**src/rtl/bcd_addsub_serial.sv**
```systemverilog
// Signed-magnitude BCD adder/subtractor with a digit-serial datapath (D digits per clock).
// State | meaning: IDLE idle/accepting | PASS1 add or nines-complement add | PASS2 recomplement | DONE result held
module bcd_addsub_serial #(
    parameter int N = 16,
    parameter int D = 4
) (
    input  logic           clk,
    input  logic           rst_n,
    input  logic           in_valid,
    output logic           in_ready,
    input  logic           op,
    input  logic [N*4-1:0] a,
    input  logic           a_sgn,
    input  logic [N*4-1:0] b,
    input  logic           b_sgn,
    output logic           out_valid,
    input  logic           out_ready,
    output logic [N*4-1:0] o,
    output logic           o_sgn,
    output logic           o_ovf,
    output logic           o_err
);
    localparam int P  = N / D;
    localparam int W  = N * 4;
    localparam int SW = D * 4;
    localparam int CW = (P > 1) ? $clog2(P) : 1;

    typedef enum logic [1:0] {IDLE, PASS1, PASS2, DONE} state_t;

    function automatic logic [3:0] nines(input logic [3:0] d);
        logic [4:0] t;
        if (d <= 4'd9) t = 5'd9 - {1'b0, d};
        else           t = 5'd19 - {1'b0, d};
        return t[3:0];
    endfunction

    function automatic logic has_bad(input logic [W-1:0] v);
        logic bad;
        bad = 1'b0;
        for (int i = 0; i < N; i++)
            if (v[i*4 +: 4] > 4'd9) bad = 1'b1;
        return bad;
    endfunction

    state_t          state_q, state_d;
    logic [W-1:0]    a_q, a_d, b_q, b_d, sum_q, sum_d, o_q, o_d;
    logic            a_sgn_q, a_sgn_d, eff_sub_q, eff_sub_d, err_q, err_d;
    logic            carry_q, carry_d;
    logic [CW-1:0]   cnt_q, cnt_d;
    logic            o_sgn_q, o_sgn_d, o_ovf_q, o_ovf_d, o_err_q, o_err_d;

    logic            accept, done_en, res_sgn, res_ovf, c;
    logic [SW-1:0]   slice_a, slice_b, slice_o;
    logic [W-1:0]    ext, sum_shift;
    logic [3:0]      da, db;
    logic [4:0]      s;

    assign in_ready  = (state_q == IDLE) | ((state_q == DONE) & out_ready);
    assign accept    = in_valid & in_ready;
    assign out_valid = (state_q == DONE);
    assign o         = o_q;
    assign o_sgn     = o_sgn_q;
    assign o_ovf     = o_ovf_q;
    assign o_err     = o_err_q;

    // One slice of ripple-carry BCD addition; PASS2 reuses it to recomplement the stored sum.
    always_comb begin
        slice_a = (state_q == PASS2) ? sum_q[SW-1:0] : a_q[SW-1:0];
        slice_b = (state_q == PASS2) ? '0 : b_q[SW-1:0];
        slice_o = '0;
        c       = carry_q;
        da      = '0;
        db      = '0;
        s       = '0;
        for (int i = 0; i < D; i++) begin
            da = slice_a[i*4 +: 4];
            db = slice_b[i*4 +: 4];
            if (state_q == PASS2) da = nines(da);
            else if (eff_sub_q)   db = nines(db);
            s = {1'b0, da} + {1'b0, db} + {4'b0, c};
            if (s > 5'd9) begin
                s = s - 5'd10;
                c = 1'b1;
            end else begin
                c = 1'b0;
            end
            slice_o[i*4 +: 4] = s[3:0];
        end
        ext            = '0;
        ext[SW-1:0]    = slice_o;
        sum_shift      = (sum_q >> SW) | (ext << (W - SW));
    end

    always_comb begin
        state_d   = state_q;
        a_d       = a_q;
        b_d       = b_q;
        sum_d     = sum_q;
        a_sgn_d   = a_sgn_q;
        eff_sub_d = eff_sub_q;
        err_d     = err_q;
        carry_d   = carry_q;
        cnt_d     = cnt_q;
        o_d       = o_q;
        o_sgn_d   = o_sgn_q;
        o_ovf_d   = o_ovf_q;
        o_err_d   = o_err_q;
        done_en   = 1'b0;
        res_sgn   = 1'b0;
        res_ovf   = 1'b0;

        case (state_q)
            PASS1: begin
                a_d     = a_q >> SW;
                b_d     = b_q >> SW;
                sum_d   = sum_shift;
                carry_d = c;
                cnt_d   = cnt_q - CW'(1);
                if (cnt_q == '0) begin
                    if (!eff_sub_q) begin
                        done_en = 1'b1;
                        res_sgn = a_sgn_q;
                        res_ovf = c;
                    end else if (c) begin
                        done_en = 1'b1;
                        res_sgn = a_sgn_q;
                    end else begin
                        state_d = PASS2;
                        carry_d = 1'b1;
                        cnt_d   = CW'(P - 1);
                    end
                end
            end
            PASS2: begin
                sum_d   = sum_shift;
                carry_d = c;
                cnt_d   = cnt_q - CW'(1);
                if (cnt_q == '0) begin
                    done_en = 1'b1;
                    res_sgn = ~a_sgn_q;
                end
            end
            DONE: begin
                if (out_ready && !in_valid) state_d = IDLE;
            end
            default: ;
        endcase

        if (done_en) begin
            state_d = DONE;
            o_d     = sum_shift;
            o_ovf_d = res_ovf;
            o_sgn_d = ((sum_shift == '0) && !res_ovf) ? 1'b0 : res_sgn;
            o_err_d = err_q;
        end

        if (accept) begin
            state_d   = PASS1;
            a_d       = a;
            b_d       = b;
            sum_d     = '0;
            a_sgn_d   = a_sgn;
            eff_sub_d = op ^ a_sgn ^ b_sgn;
            carry_d   = op ^ a_sgn ^ b_sgn;
            err_d     = has_bad(a) | has_bad(b);
            cnt_d     = CW'(P - 1);
        end
    end

    always_ff @(posedge clk or negedge rst_n) begin
        if (!rst_n) begin
            state_q   <= IDLE;
            a_q       <= '0;
            b_q       <= '0;
            sum_q     <= '0;
            a_sgn_q   <= 1'b0;
            eff_sub_q <= 1'b0;
            err_q     <= 1'b0;
            carry_q   <= 1'b0;
            cnt_q     <= '0;
            o_q       <= '0;
            o_sgn_q   <= 1'b0;
            o_ovf_q   <= 1'b0;
            o_err_q   <= 1'b0;
        end else begin
            state_q   <= state_d;
            a_q       <= a_d;
            b_q       <= b_d;
            sum_q     <= sum_d;
            a_sgn_q   <= a_sgn_d;
            eff_sub_q <= eff_sub_d;
            err_q     <= err_d;
            carry_q   <= carry_d;
            cnt_q     <= cnt_d;
            o_q       <= o_d;
            o_sgn_q   <= o_sgn_d;
            o_ovf_q   <= o_ovf_d;
            o_err_q   <= o_err_d;
        end
    end
endmodule

```
**config.mk**
```make
export PLATFORM = sky130hd
export DESIGN_NAME = bcd_addsub_serial
export DESIGN_NICKNAME = d
export VERILOG_FILES = /design/src/rtl/bcd_addsub_serial.sv
export SDC_FILE = /design/constraint.sdc
export NUM_CORES = 1
export LEC_CHECK = 0
export CORE_ASPECT_RATIO = 1.75
export CORE_MARGIN = 8
export CORE_UTILIZATION = 35
export DETAILED_ROUTE_END_ITERATION = 12
export GPL_TIMING_DRIVEN = 1
export PLACE_DENSITY_LB_ADDON = 0.08
export SLEW_MARGIN = 25
export SYNTH_ARGS = -nofsm -noshare
export SYNTH_HDL_FRONTEND = slang
export SYNTH_SLANG_ARGS = --single-unit
```
**constraint.sdc**
```tcl
create_clock -name clk -period 26 [get_ports clk]
set_clock_uncertainty 0.05 [all_clocks]
set_input_delay 5.2 -clock clk [delete_from_list [all_inputs] [get_ports clk]]
set_output_delay 5.2 -clock clk [all_outputs]
set_load 0.01 [all_outputs]
```
==> run summary <==
The via count of the first global-routing pass is 11740. Leaving out fill and tap cells, the most frequent cells in the layout are sky130_fd_sc_hd__nand2_1, sky130_fd_sc_hd__dfrtp_1, sky130_fd_sc_hd__clkdlybuf4s50_1. The peak per-stage delay on the critical path came out at 0.62 ns. After clock tree synthesis, the clock-pin slew on the worst setup and hold paths is 0.07 ns. The first global-routing pass estimated 67590 um of wire. The number of nets with antenna violations after detailed routing was 0; the mean instance size in the synthesized netlist was 9.254 um2. The maximum fanout along the worst path works out to 77. The cell occurring most often along the worst timing path was sky130_fd_sc_hd__inv_1.

Clock latency on the worst-skew pair, taken at its later pin, is 0.56 ns. After detailed routing, the wire length on met1 is 16490 um. The path type of the worst min-delay path is flop to flop. Global routing finished with a remaining overflow of 0. In this run the cell area of the synthesized design comes to 0.01380 mm2. After detailed placement, the design holds a cell count of 2111.

In the routed design, unresolved DRC markers number 0. After the flow finishes, the layout carries non-filler instances totaling 2157. The number of input and output port buffers inserted is 203, and the total half-perimeter wirelength after legalization and detailed placement is 31590 um. Setup repair after global routing left no endpoint under its margin.

The die is 166.1 um wide. For the final count of pins violating max slew, the log shows 0. Of all cell types, the one taking the most synthesized area is sky130_fd_sc_hd__dfrtp_1. The detailed router used layers up to and including met4. Of the post-synthesis cell area, the dominant cell type holds 48.43%. For this design, the slowest cell found on the critical path is sky130_fd_sc_hd__buf_4. The number of maximum-capacitance violations came out at 0. The run gives 1 as the number of levels in the clock H-tree. The run gives 0 as the number of antenna cells inserted. Yosys attributes the largest share of cell area to sky130_fd_sc_hd__dfrtp_1, sky130_fd_sc_hd__mux2i_1, sky130_fd_sc_hd__nand2_1. STA classifies the critical path endpoint as a flop.

The Yosys step of the flow raised 0 warnings. The data arrival time of the critical path is 12.52 ns. The setup fix buffers added after clock tree synthesis is 0.

The die covers 0.04628 mm2. The total count of hold-check failures in the final report is 0. Gates resized during post-CTS repair numbered 0. In this design, the largest share of critical-path delay is due to adder cells.

The count of boundary I/O pins is 204. After synthesis, the share of flip-flops with an asynchronous set or reset is 100.0%. TritonCTS built the clock tree. At the worst endpoint, the required time is 26.41 ns.

The number of nets in the synthesized netlist is 1676. The clock passes through at most 3 buffers. Counting distinct cell types in the post-synthesis netlist gives 57.

The wire length per cell works out to 19.73 um. The flow ran to the end, and the final reports show no timing, DRC or antenna violations. The flip-flop and latch count after synthesis is 267, and the number of buffers added by the clock tree synthesis step is 27.

The initial antenna violation count is 0. Together, buffers and inverters on the worst path number 11. Global routing consumed, over all layers together, 18.26% of the routing resources.

The tools report the register-to-register path setup slack as 13.89 ns. By startpoint and endpoint, the worst setup path is classified as flop to flop. The tools report the type of origin of the critical path as a flop. Based on the critical path, the design can be clocked at up to 82.57 MHz.

The tree is rooted in a sky130_fd_sc_hd__clkbuf_16. At the pin with the least slew margin, the transition time is 1.033 ns. The logs give 1649 um for the amount of wire on met3 after detailed routing and 0 for the final-report setup violation count.

The headroom to the max-slew limit was 30.52%. The share of the Yosys chip area taken by registers is 48.43%. The main flop type after synthesis was sky130_fd_sc_hd__dfrtp_1.

The logs give 1836 for the number of nets in the finished design and 0.03904 mm2 for the floorplan core area. Wires add up to 42560 um. The total via count after detailed routing was 11140; the standard-cell row count was 96. The logs give 1491 for the post-synthesis cell count and 3879 for the number of fill cells in the layout.

From bottom edge to top edge, the die measures 278.7 um. The number of synthesized flops with an enable pin was 0; the initial core utilization was 35.34%. The number of buffers added to fix hold violations after cts was 0; the pin count of the biggest net entering global routing was 122. The amount of wire on met2 after detailed routing was 22390 um; the area added between synthesis and finish was 24.13%.

The most common cell after layout, fill and taps aside was sky130_fd_sc_hd__nand2_1. The fraction of layout cells with a size suffix above 1 is 4.019%, and the accumulated negative setup slack is 0 ns. The clock net in this run drives a total of 267 sinks. Routability-driven placement finished with a final weighted congestion of 0.8254. The final critical path time including I/O delays and setup was 12.11 ns. The vias per cell is 5.164.

The run gives 5 as the number of detailed-route iterations in the first pass. The number of DRC markers after the initial detailed-route iteration is 551. Final period utilization: 46.58%.
-- cell families (layout without fill, tap and decap cells) --
family	after synthesis	in the layout	synth area share (%)
xor+xnor	23	23	1.460
fa+ha+maj	50	50	4.970
buf+inv	115	291	3.319
simple gates	617	617	18.96
compound gates	245	245	10.23
flops	267	267	48.43
mux	174	174	12.63
-- worst paths after layout --
path                            cells past startpoint       start    endpoint
worst max-delay path                               46  state_q[0]  state_q[1]
worst min-delay path                                2       o[16]       o[16]
worst max register to register                     46  state_q[0]  state_q[1]
worst min register to register                      2       o[16]       o[16]
max in group asynchronous                           3       rst_n   sum_q[54]
min in group asynchronous                           1       rst_n     b_q[28]
-- worst reg2reg max path, delay by kind of cell (launching register included) --
family	cells	cell delay (ns)
compound gates	12	3.18
xor+xnor	5	1.60
fa+ha+maj	13	3.75
buf+inv	11	2.34
flops	1	0.45
simple gates	5	0.66
-- cell usage after synthesis, types with 9 or more instances --
library cell               count
sky130_fd_sc_hd__a21o_1       10
sky130_fd_sc_hd__a21oi_1      22
sky130_fd_sc_hd__buf_2         9
sky130_fd_sc_hd__clkbuf_1     64
sky130_fd_sc_hd__dfrtp_1     267
sky130_fd_sc_hd__ha_1         42
sky130_fd_sc_hd__inv_1        29
sky130_fd_sc_hd__mux2i_1     173
sky130_fd_sc_hd__nand2_1     413
sky130_fd_sc_hd__nand3_1      17
sky130_fd_sc_hd__nand3b_1     32
sky130_fd_sc_hd__nand4_1      16
sky130_fd_sc_hd__nor2_1      100
sky130_fd_sc_hd__nor4_1       16
sky130_fd_sc_hd__o21ai_0     162
sky130_fd_sc_hd__xnor2_1      10
sky130_fd_sc_hd__xor2_1       13
-- through the flow --
| stage | worst slack [ns] | hold slack (ns) | utilization [%] | instance area, um2 |
|---|---|---|---|---|
| global route | 12.81 | 0.4440 | 43.87 | 17130 |
| global placement | 14.38 | 0.4102 | 41.59 | 16240 |
| detailed placement | 14.00 | 0.4127 | 41.59 | 16240 |
| CTS | 13.93 | 0.4288 | 43.79 | 17100 |
| floorplan | 15.35 | 0.3894 | - | 13800 |
| finish | 13.89 | 0.4225 | 43.87 | 17130 |
-- sequential cells by signal, summed over array words and instances, names as in the netlist --
register / flops
a_q: 64
b_q: 64
o: 64
sum_q: 64
cnt_q: 2
state_q: 2
a_sgn_q: 1
carry_q: 1
eff_sub_q: 1
err_q: 1
o_err: 1
o_ovf: 1
o_sgn: 1
-- cell type report --
cell class / instances / area (um2) / share of cell area (%)
inverters: 30 / 112.6 / 0.6575
clock inverters: 8 / 75.07 / 0.4383
well taps: 490 / 613.1 / 3.580
multi-input cells: 1109 / 6703 / 39.14
repair buffers: 216 / 2158 / 12.60
flip-flops and latches: 267 / 6681 / 39.01
clock buffers: 37 / 783.3 / 4.573
-- per-layer routing --
| metal | vias to the layer above | GRT usage [%] |
|---|---|---|
| met2 | 234 | 33.55 |
| met1 | 5432 | 20.22 |
| met4 | 0 | 8.868 |
| met5 | - | 0 |
| met3 | 68 | 2.885 |
| li1 | 5405 | - |
Power is not shown: default switching activity piles up to over one toggle a cycle in this logic, so the estimate is an artifact.
